File: src/rtl/chip8_pkg.sv
`default_nettype none
//------------------------------------------------------------------------------
// chip8_pkg - keypad geometry and matrix position to CHIP-8 key index map
// Revision: 1.0
//------------------------------------------------------------------------------
package chip8_pkg;

  localparam int NUM_KEYS   = 16;
  localparam int KEYPAD_DIM = 4;

  // Indexed by row*KEYPAD_DIM + col.
  localparam logic [3:0] KEY_MAP [NUM_KEYS] = '{
    4'h1, 4'h2, 4'h3, 4'hC,
    4'h4, 4'h5, 4'h6, 4'hD,
    4'h7, 4'h8, 4'h9, 4'hE,
    4'hA, 4'h0, 4'hB, 4'hF
  };

endpackage
`default_nettype wire

File: src/rtl/key_debounce.sv
`default_nettype none
//------------------------------------------------------------------------------
// key_debounce - per-key scan-count debouncer with a rising-edge indication
// Revision: 1.0
//------------------------------------------------------------------------------
module key_debounce #(
  parameter int DEBOUNCE_SCANS = 4
) (
  input  logic clk,
  input  logic reset,
  input  logic scan_done,
  input  logic raw,
  output logic state,
  output logic rose
);

  localparam int CNT_W = (DEBOUNCE_SCANS > 1) ? $clog2(DEBOUNCE_SCANS) : 1;
  localparam logic [CNT_W-1:0] CNT_LAST = CNT_W'(DEBOUNCE_SCANS - 1);

  logic             state_q, state_d;
  logic [CNT_W-1:0] cnt_q, cnt_d;

  // rose is combinational so the top can register key_down on the same edge
  // that state_q takes its new value.
  always_comb begin
    state_d = state_q;
    cnt_d   = cnt_q;
    rose    = 1'b0;
    if (scan_done) begin
      if (raw == state_q) begin
        cnt_d = '0;
      end else if (cnt_q == CNT_LAST) begin
        state_d = raw;
        cnt_d   = '0;
        rose    = raw;
      end else begin
        cnt_d = cnt_q + CNT_W'(1);
      end
    end
  end

  always_ff @(posedge clk) begin
    if (!reset) begin
      state_q <= 1'b0;
      cnt_q   <= '0;
    end else begin
      state_q <= state_d;
      cnt_q   <= cnt_d;
    end
  end

  assign state = state_q;

endmodule
`default_nettype wire

File: src/rtl/chip8_keypad.sv
`default_nettype none
//------------------------------------------------------------------------------
// chip8_keypad - 4x4 active-low matrix scanner with per-key debounce
// Revision: 1.0
//------------------------------------------------------------------------------
module chip8_keypad
  import chip8_pkg::*;
#(
  parameter int SCAN_DIV       = 4096,
  parameter int DEBOUNCE_SCANS = 4
) (
  input  logic        clk,
  input  logic        reset,
  input  logic [3:0]  row_in,
  output logic [3:0]  col_out,
  output logic [15:0] keys,
  output logic        key_down,
  output logic [3:0]  key_code
);

  localparam int DIV_W = $clog2(SCAN_DIV);
  localparam logic [DIV_W-1:0] DIV_LAST = DIV_W'(SCAN_DIV - 1);

  logic [3:0]       sync1_q, sync1_d;
  logic [3:0]       row_s_q, row_s_d;
  logic [DIV_W-1:0] div_q, div_d;
  logic [1:0]       col_q, col_d;
  logic [3:0][3:0]  raw_q, raw_d;        // [col][row], 1 = pressed
  logic             scan_done_q, scan_done_d;
  logic             key_down_q, key_down_d;
  logic [3:0]       key_code_q, key_code_d;

  logic             scan_tick;
  logic [15:0]      raw_keys;
  logic [15:0]      rose;
  logic [3:0]       first_rose;

  always_comb begin
    sync1_d     = row_in;
    row_s_d     = sync1_q;
    scan_tick   = (div_q == DIV_LAST);
    div_d       = scan_tick ? '0 : div_q + DIV_W'(1);
    col_d       = scan_tick ? col_q + 2'd1 : col_q;
    raw_d       = raw_q;
    if (scan_tick) begin
      raw_d[col_q] = ~row_s_q;
    end
    scan_done_d = scan_tick && (col_q == 2'd3);
  end

  always_comb begin
    raw_keys = '0;
    for (int r = 0; r < KEYPAD_DIM; r++) begin
      for (int c = 0; c < KEYPAD_DIM; c++) begin
        raw_keys[KEY_MAP[r*KEYPAD_DIM + c]] = raw_q[c][r];
      end
    end
  end

  for (genvar k = 0; k < NUM_KEYS; k++) begin : g_key
    key_debounce #(
      .DEBOUNCE_SCANS(DEBOUNCE_SCANS)
    ) u_debounce (
      .clk      (clk),
      .reset    (reset),
      .scan_done(scan_done_q),
      .raw      (raw_keys[k]),
      .state    (keys[k]),
      .rose     (rose[k])
    );
  end

  // Descending walk so the lowest rising index is the one that sticks.
  always_comb begin
    first_rose = '0;
    for (int k = NUM_KEYS - 1; k >= 0; k--) begin
      if (rose[k]) begin
        first_rose = 4'(k);
      end
    end
    key_down_d = |rose;
    key_code_d = (|rose) ? first_rose : key_code_q;
  end

  always_ff @(posedge clk) begin
    if (!reset) begin
      sync1_q     <= 4'hF;
      row_s_q     <= 4'hF;
      div_q       <= '0;
      col_q       <= 2'd0;
      raw_q       <= '0;
      scan_done_q <= 1'b0;
      key_down_q  <= 1'b0;
      key_code_q  <= 4'h0;
    end else begin
      sync1_q     <= sync1_d;
      row_s_q     <= row_s_d;
      div_q       <= div_d;
      col_q       <= col_d;
      raw_q       <= raw_d;
      scan_done_q <= scan_done_d;
      key_down_q  <= key_down_d;
      key_code_q  <= key_code_d;
    end
  end

  assign col_out  = ~(4'b0001 << col_q);
  assign key_down = key_down_q;
  assign key_code = key_code_q;

endmodule
`default_nettype wire

File: config.mk
export PLATFORM = sky130hd
export DESIGN_NAME = chip8_keypad
export DESIGN_NICKNAME = d
export VERILOG_FILES = /design/src/rtl/chip8_pkg.sv /design/src/rtl/key_debounce.sv /design/src/rtl/chip8_keypad.sv
export SDC_FILE = /design/constraint.sdc
export NUM_CORES = 1
export LEC_CHECK = 0
export ABC_AREA = 1
export CORE_MARGIN = 10
export CORE_UTILIZATION = 54
export CTS_CLUSTER_DIAMETER = 150
export CTS_CLUSTER_SIZE = 25
export DETAILED_ROUTE_END_ITERATION = 16
export PLACE_DENSITY = 0.74
export SYNTH_ARGS = -nofsm -noshare
export SYNTH_HDL_FRONTEND = slang
export SYNTH_SLANG_ARGS = --single-unit
File: constraint.sdc
create_clock -name clk -period 3 [get_ports clk]
set_clock_uncertainty 0.05 [all_clocks]
set_input_delay 0.45 -clock clk [delete_from_list [all_inputs] [get_ports clk]]
set_output_delay 0.45 -clock clk [all_outputs]
set_load 0.02 [all_outputs]
---- Word level (Yosys, flattened, before mapping) ----
Cells that the tools add are included.
word-level totals
  register bits ........................... 92
  logic and storage cells ................. 236
cells by class
  eq/ne operators ......................... 34
  bitwise operators ....................... 19
  magnitude comparators ................... 2
  add/sub/neg operators ................... 18
  reductions and logical operators ........ 20
  shift-type cells ........................ 1
  multiplexer cells ....................... 99
operators by type and width
  kind                                                                                 count
  4-bit two-way mux                                                                    17
  2-bit two-way mux                                                                    32
  1-bit two-way mux                                                                    48
  3-bit AND reduction                                                                  16
  2-bit by 1-bit adder with 2-bit output, second input constant                        17
  2-bit equality test, second input constant                                           17
  1-bit NOT                                                                            17
  16-bit bitwise mux                                                                   1
  1-bit equality test                                                                  16
  16-bit OR reduction                                                                  1
  12-bit by 1-bit adder with 12-bit output, second input constant                      1
  12-bit equality test, second input constant                                          1
  4-bit demux with 2-bit select                                                        1
  4-bit NOT                                                                            2
  1-bit by 2-bit left shift with 4-bit output, first input constant                    1
  2-bit by 3-bit less-than comparator with 1-bit output, second input constant         1
  2-bit by 1-bit greater-or-equal comparator with 1-bit output, second input constant  1
  1-bit logical AND                                                                    2
  2-bit OR reduction                                                                   1

---- Logic depth before layout (Yosys ltp) ----
Gate-level depths: netlist (run 1).
  word-level depth ........................ 20
  depth in mapped cells ................... 19
  mapped depth without buffers ............ 19

---- Modules after synthesis ----
A second synthesis (run 1) with hierarchy kept.
unflattened totals
  cell total of the unflattened synthesis .. 581
  area, all modules ....................... 4,384.2 um^2
by module, submodules not included
  module        instances  cells each  area an instance (um^2)
  key_debounce  16         23          156.4
  chip8_keypad  1          213         1,881.8

---- Worst setup path before layout (run 1) ----
Ideal clock, no wire load.
  path type ............................... register -> register
  start ................................... register div_q[0]
  end ..................................... register div_q[6]
  stages on the path, launching flop included .. 13
  arrival ................................. 1.605 ns
  setup slack ............................. 1.228 ns
  buffers on the path ..................... 1
  required time ........................... 2.833 ns
  library setup time ...................... 0.117 ns
  cells stage by stage .................... dfxtp_1 > ha_1 > nand2_1 > inv_2 > nand2_2 > nor2_4 > and3_4 > nand4_4 > nor2_8 > inv_4 > nand2_2 > buf_6 > nor3_2
on the way
  word-level cells in the longest chain between the ends .. 2
  elaborated cells on any way between the ends .. 3
ends and longest elaborated chain
  item                                                                              line                text
  start: declaration                                                                chip8_keypad.sv:26  logic [DIV_W-1:0] div_q, div_d;
  start signal: assignment                                                          chip8_keypad.sv:98  div_q <= div_d;
  branches (longest 2 deep; another with 12-bit by 1-bit adder with 12-bit output)  --
Parallel ways; which one is timed is not known.
A chain may end at the register's enable or synchronous reset.

---- Worst setup path after layout (run 1) ----
  start ................................... register col_q[0]
  end ..................................... output col_out[0]
on the way
  word-level cells in the longest chain between the ends .. 2
ends and longest elaborated chain
  item                                         line                 text
  start: declaration                           chip8_keypad.sv:27   logic [1:0] col_q, col_d;
  start signal: assignment                     chip8_keypad.sv:99   col_q <= col_d;
  1-bit by 2-bit left shift with 4-bit output  chip8_keypad.sv:107  assign col_out = ~(4'b0001 << col_q);
  4-bit NOT                                    chip8_keypad.sv:107
  end: declaration                             chip8_keypad.sv:15   output logic [3:0] col_out,
No other way between the ends.

==> results of run 1 <==
-- final timing paths --
kind,from,to,cells after the start
hold reg to reg,row_s_d[3],row_s_q[3],1
setup reg to reg,scan_done_q,key_code[1],14
setup / recovery,col_q[0],col_out[0],4
hold / removal,row_s_d[3],row_s_q[3],1
-- placed cells by master (no fill, tap or decap), drive strengths merged --
cell | synthesis | final
a31oi | 1 | 1
ha | 21 | 21
a22oi | 15 | 15
nor4 | 1 | 1
dfxtp | 92 | 92
nand4 | 4 | 4
xor2 | 5 | 5
inv | 53 | 54
nor2 | 60 | 60
clkbuf | 10 | 10
nand3 | 14 | 14
a21oi | 67 | 67
nor3 | 5 | 5
xnor2 | 1 | 1
nand2 | 140 | 140
o21ai | 16 | 16
o21bai | 1 | 1
nor3b | 1 | 1
clkinv | 2 | 6
or2 | 9 | 9
o31ai | 1 | 1
a211oi | 1 | 1
buf | 20 | 6
o211a | 2 | 2
clkdlybuf4s50 | 0 | 30
and3 | 1 | 1
bufinv | 0 | 1
-- area by class of cell --
type,count,area (µm²)
repair buffers,36,357.8
clock buffers,10,137.6
multi-input cells,366,2079
inverters,55,210.2
fillers,710,2950
flip-flops and latches,92,1842
clock inverters,6,62.56
well taps,102,127.6
-- flip-flops by register name (all words and copies together) (netlist names) --
register,flops
col_q,2
key_code,4
row_s_q,4
g_key.u_debounce.cnt_q,32
key_down,1
div_q,12
raw_keys,16
scan_done_q,1
g_key.u_debounce.state,16
row_s_d,4
-- through the flow --
stage / area [µm²] / power (mW)
2_1_floorplan: 4324 / 1.294
3_3_place_gp: 4617 / 1.310
3_5_place_dp: 4617 / 1.311
4_1_cts: 4817 / 2.148
5_1_grt: 4817 / 2.206
6_report: 4817 / 2.130
-- metal layers --
layer	wire length, µm	vias to the layer above
met1	3847	1598
met5	0	-
met3	494	15
met2	4191	65
li1	-	1780
met4	115	0
-- power by group --
group	switching [mW]	internal [mW]	leakage (nW)
Combinational	0.0305	0.0186	1.06
Sequential	0.00553	1.23	0.743
Clock	0.439	0.408	0.106
Total	0.475	1.66	1.91
-- critical path, delay by kind of cell (launching register included) --
| family | cells | cell delay, ns |
|---|---|---|
| DFF | 1 | 0.37 |
| adders and majority gates | 1 | 0.27 |
| buffers and inverters | 3 | 0.77 |
-- cells by family (layout without fill, tap and decap cells) --
group | count (synthesis) | after routing | share of synthesized area (%)
AND/OR/NAND/NOR | 235 | 235 | 25.78
AO/OA/AOI/OAI | 104 | 104 | 15.02
flip-flops | 92 | 92 | 42.59
buffers and inverters | 85 | 107 | 9.317
adder cells (fa/ha/maj) | 21 | 21 | 6.076
XOR/XNOR | 6 | 6 | 1.215
==> run summary, run 1 <==
Resized Gates After CTS - 0
share of the synthesized area in the top cell type - 42.59%
count of flip-flops with a built-in enable after synthesis - 0
class of the most critical setup path - flip-flop to primary output
most frequently used cell type in the post-synthesis netlist - sky130_fd_sc_hd__nand2_1
later-pin clock latency in the skew report - 0.36 ns
Chip Height - 109.5 µm
slew at the pin closest to its max-slew limit - 0.4971 ns
period utilisation layout - 75.32%
fmax - 442.6 MHz
max-slew violation count - 0
busiest layer in global routing - met2
Synth warnings - 0
clock-pin slew of the registers on the worst-case setup and hold paths - 0.09 ns
worst slack at placement - 0.9048 ns
remaining antenna violation count after routing - 0
top cell type by total area after synthesis - sky130_fd_sc_hd__dfxtp_1
worst hold-check path type - flip-flop to flip-flop
cell seen most often among critical-path stages - sky130_fd_sc_hd__inv_1
proportion of layout cells with a drive suffix above 1 - 16.28%
pin count of the biggest net entering global routing - 33
final standard cell count with taps included and fillers excluded - 667
initial drt markers - 170
sum of net half-perimeters after detailed placement - 6378 µm
detail-routed via count per cell - 5.184
mean post-synth cell area - 7.963 µm²
leak pwr - 1.910 nW
crit-path max cell delay - 0.60 ns
data required time of the critical path - 2.50 ns
hold buffers post-CTS - 0
critical path startpoint category - flip-flop
cells along the critical path - inv_1 -> ha_1 -> inv_1 -> clkdlybuf4s50_1
sequential cell area fraction in the yosys report - 42.59%
number of register bits inferred by synthesis - 92
most area-consuming cells after synthesis - sky130_fd_sc_hd__dfxtp_1 43%, sky130_fd_sc_hd__nand2_1 11%, sky130_fd_sc_hd__a21oi_1 6.5%, sky130_fd_sc_hd__ha_1 6.1%, sky130_fd_sc_hd__nor2_1 4.2%
Critical Path Fanout Max - 4
first-pass GRT wire length - 15180 µm
buffers from clock root to sink, at most - 2
first-pass iteration count of the detailed router - 4
number of top-level pins - 31
RSZ-0062 raised after global routing - no
H-tree lvl count - 3
vias in the first global route - 3342
worst path arrival time - 1.76 ns
gr usage total - 15.50%
Max-Cap Viols - 0
setup total negative slack - 0 ns
headroom to the max-slew limit - 66.66%
worst slack on hold paths - 0.3660 ns
commonest register cell after synthesis - sky130_fd_sc_hd__dfxtp_1
total power divided by cell area - 442.2 nW/µm²
routed wire length per instance - 12.97 µm
status - finished, final reports clean
count of clock tree sinks - 92
Ant. Diodes - 0
final setup margin - 0.7404 ns
CTS tree - done
placeable core region - 7767 µm²
internal reg-to-reg setup slack - 0.89 ns
met1 usage in global routing - 19.12%
met3 capacity usage during global routing - 3.335%
final core utilization - 62.02%
top cell types by occurrence after synthesis - 131 x sky130_fd_sc_hd__nand2_1, 92 x sky130_fd_sc_hd__dfxtp_1, 56 x sky130_fd_sc_hd__a21oi_1
RePlAce Congestion - 0.8605
share of flip-flops with an asynchronous set or reset - 0%
count of final hold-check violations - 0
met2 track utilization from global routing - 25.85%
mapped cell area - 4324 µm²
post-route DRC violation count - 0
Placed Instances - 651
final WL - 8648 µm
post-CTS setup repair buffer count - 0
clock buffers created by TritonCTS - 9
post-layout net count - 587
Max stage delay cell, worst path - sky130_fd_sc_hd__clkdlybuf4s50_1
Starting Density - 55.67%
DIE WIDTH - 109.5 µm
die area - 11990 µm²
total nets after synthesis - 570
row count - 32
Cells after Synth - 543
kind of capture point of the worst setup path - primary output
Distinct cells, synth - 43
cell chosen for the clock root - sky130_fd_sc_hd__clkbuf_8
detailed-route via count - 3458
initial antenna violation count - 0
number of port buffers - 30
IR Drop Worst-Case VDD - 0.0002433 V
Final setup violation count - 0
GRT Residual Overflow - 0
post-route minimum period - 2.260 ns
Area growth, synth to finish - 11.40%
Note: power is estimated with default switching activity, not from simulation.
==> run 2, diff against run 1 <==
==> constraint.sdc (replaced) <==
create_clock -name clk -period 2.2 [get_ports clk]
set_clock_uncertainty 0.05 [all_clocks]
set_input_delay 0.33 -clock clk [delete_from_list [all_inputs] [get_ports clk]]
set_output_delay 0.33 -clock clk [all_outputs]
set_load 0.02 [all_outputs]
==> run 2 against run 1 <==
- first-iteration DRC count decreased by 28%
- sequential power increased by 37%
- sequential share of layout area decreased by 0.12 points
- worst setup slack got worse by 0.66 ns
- clock power increased by 37%
- worst hold slack improved by 0.0026 ns
- largest power group unchanged
==> run summary, run 2 (synthesis results as in run 1) <==
detailed-routed wire length on met3 - 396 µm
number of top-level pins - 31
count of final hold-check violations - 0
crit-path max cell delay - 0.60 ns
worst reg-to-reg path cell count - 11
detailed-route via count - 3367
class of the most critical setup path - flip-flop to primary output
Critical Path Fanout Max - 3
later-pin clock latency in the skew report - 0.36 ns
number of port buffers - 30
count of clock tree sinks - 92
post-route minimum period - 2.125 ns
internal reg-to-reg setup slack - 0.19 ns
combined area of the multi-input logic cells - 2079 µm²
cell chosen for the clock root - sky130_fd_sc_hd__clkbuf_8
leak pwr - 1.930 nW
setup total negative slack - 0 ns
most common cell after layout, fill and taps aside - sky130_fd_sc_hd__nand2_1
vias in the first global route - 3155
cells along the critical path - inv_1 -> ha_1 -> inv_1 -> clkdlybuf4s50_1
clock buffers created by TritonCTS - 9
headroom to the max-slew limit - 28.69%
first-pass GRT wire length - 14390 µm
Ant. Diodes - 0
sum of net half-perimeters after detailed placement - 6477 µm
pin count of the biggest net entering global routing - 33
RSZ-0062 raised after global routing - no
Starting Density - 55.67%
# fillers - 701
Top reg by flops - g_key.u_debounce.cnt_q
max-slew violation count - 0
gr usage total - 14.84%
placeable core region - 7767 µm²
wire length on met1 - 4038 µm
die area - 11990 µm²
clock-pin slew of the registers on the worst-case setup and hold paths - 0.09 ns
total power divided by cell area - 601.5 nW/µm²
reg2reg start - div_q[0]
instance count along the most critical hold path - 1
flip-flop count of the largest register after layout - 32
worst path arrival time - 1.74 ns
final instance area - 4832 µm²
detail-routed via count per cell - 5.040
critical path startpoint category - flip-flop
end of the worst register-to-register path - div_q[4]
RePlAce Congestion - 0.8784
Worst Hold Path EP - row_s_q[0]
worst slack at placement - 0.2044 ns
highest metal layer with signal wires - met4
post-CTS setup repair buffer count - 0
row count - 32
most frequent cells in the layout - 131 x sky130_fd_sc_hd__nand2_1, 92 x sky130_fd_sc_hd__dfxtp_1, 56 x sky130_fd_sc_hd__a21oi_1
Seq. cell area - 1842 µm²
proportion of layout cells with a drive suffix above 1 - 16.25%
Placed Instances - 652
kind of capture point of the worst setup path - primary output
cell seen most often among critical-path stages - sky130_fd_sc_hd__inv_1
Chip Height - 109.5 µm
slew at the pin closest to its max-slew limit - 1.068 ns
initial drt markers - 123
IR Drop Worst-Case VDD - 0.0004067 V
final standard cell count with taps included and fillers excluded - 668
Met2 Routed Length - 4048 µm
remaining antenna violation count after routing - 0
H-tree lvl count - 3
initial antenna violation count - 0
area after detailed placement - 4624 µm²
final setup margin - 0.07548 ns
final WL - 8611 µm
final core utilization - 62.21%
hold path start - row_s_d[0]
routed wire length per instance - 12.89 µm
post-route DRC violation count - 0
CP Buf/Inv Count - 3
Final setup violation count - 0
Area growth, synth to finish - 11.75%
CTS tree - done
post-layout net count - 588
family with the most delay on the worst path - buffers and inverters
GRT Residual Overflow - 0
Max stage delay cell, worst path - sky130_fd_sc_hd__clkdlybuf4s50_1
DIE WIDTH - 109.5 µm
period utilisation layout - 96.57%
fmax - 470.7 MHz
buffers from clock root to sink, at most - 2
worst hold-check path type - flip-flop to flip-flop
status - finished, final reports clean
Max-Cap Viols - 0
first-pass iteration count of the detailed router - 5
data required time of the critical path - 1.82 ns
## run 2: cell types whose count changed in the layout (fill, tap and decap cells not counted)
cell and delta:
sky130_fd_sc_hd__inv_6 -1, sky130_fd_sc_hd__clkinv_4 -1, sky130_fd_sc_hd__dlymetal6s2s_1 +2, sky130_fd_sc_hd__clkinvlp_4 +1, sky130_fd_sc_hd__clkbuf_1 +1, sky130_fd_sc_hd__buf_4 +1, sky130_fd_sc_hd__clkinv_2 -1, sky130_fd_sc_hd__clkbuf_8 +1
sky130_fd_sc_hd__clkdlybuf4s50_1 -2
## run 2: final cells by class
| cell class | instances | area share [%] |
|---|---|---|
| Multi-Input combinational cell | 366 | 43.03 |
| Sequential cell | 92 | 38.12 |
| Timing Repair Buffer | 37 | 7.664 |
| Inverter | 55 | 4.350 |
| Clock buffer | 12 | 3.211 |
| Tap cell | 102 | 2.641 |
| Clock inverter | 4 | 0.9839 |
## run 2: how the worst max path moves through the flow
stage,start,end,depth (start not counted)
floorplan,div_q[0],div_q[6],12
CTS,col_q[0],col_out[0],4
global placement,div_q[0],div_q[4],11
global route,col_q[1],col_out[1],4
finish,col_q[1],col_out[1],4
detailed placement,div_q[0],div_q[4],11
## run 2: routing by layer
| layer | up-vias | global-route usage, % |
|---|---|---|
| met5 | - | 0 |
| met4 | 0 | 5.483 |
| met3 | 11 | 3.686 |
| met2 | 48 | 24.45 |
| met1 | 1540 | 18.38 |
| li1 | 1768 | - |
## run 2: metrics by stage
step | power (mW) | hold WS (ns)
CTS | 2.924 | 0.3687
floorplan | 1.764 | 0.3425
global placement | 1.788 | 0.3494
detailed placement | 1.790 | 0.3484
finish | 2.907 | 0.3686
global route | 3.003 | 0.3847
## run 2: where the power goes
group / internal, mW / switching [mW]
registers: 1.67 / 0.00777
clock network: 0.584 / 0.572
logic: 0.0266 / 0.0417
total: 2.29 / 0.621
## run 2: what timing repair did
action | in CTS | in global routing
hold buffers | 0 | 0
setup endpoints to repair | 0 | 2
gates resized for setup | 0 | 2
## run 2: worst register-to-register path: stages, from the launching register on
cell and delay, ns:
sky130_fd_sc_hd__dfxtp_1 0.37, sky130_fd_sc_hd__ha_1 0.18, sky130_fd_sc_hd__nand2_1 0.06, sky130_fd_sc_hd__inv_2 0.07
sky130_fd_sc_hd__nand2_2 0.07, sky130_fd_sc_hd__nor2_4 0.10, sky130_fd_sc_hd__and3_4 0.23, sky130_fd_sc_hd__nand4_4 0.12
sky130_fd_sc_hd__nor2_8 0.21, sky130_fd_sc_hd__inv_4 0.07, sky130_fd_sc_hd__nand2_2 0.27, sky130_fd_sc_hd__nor3b_1 0.09
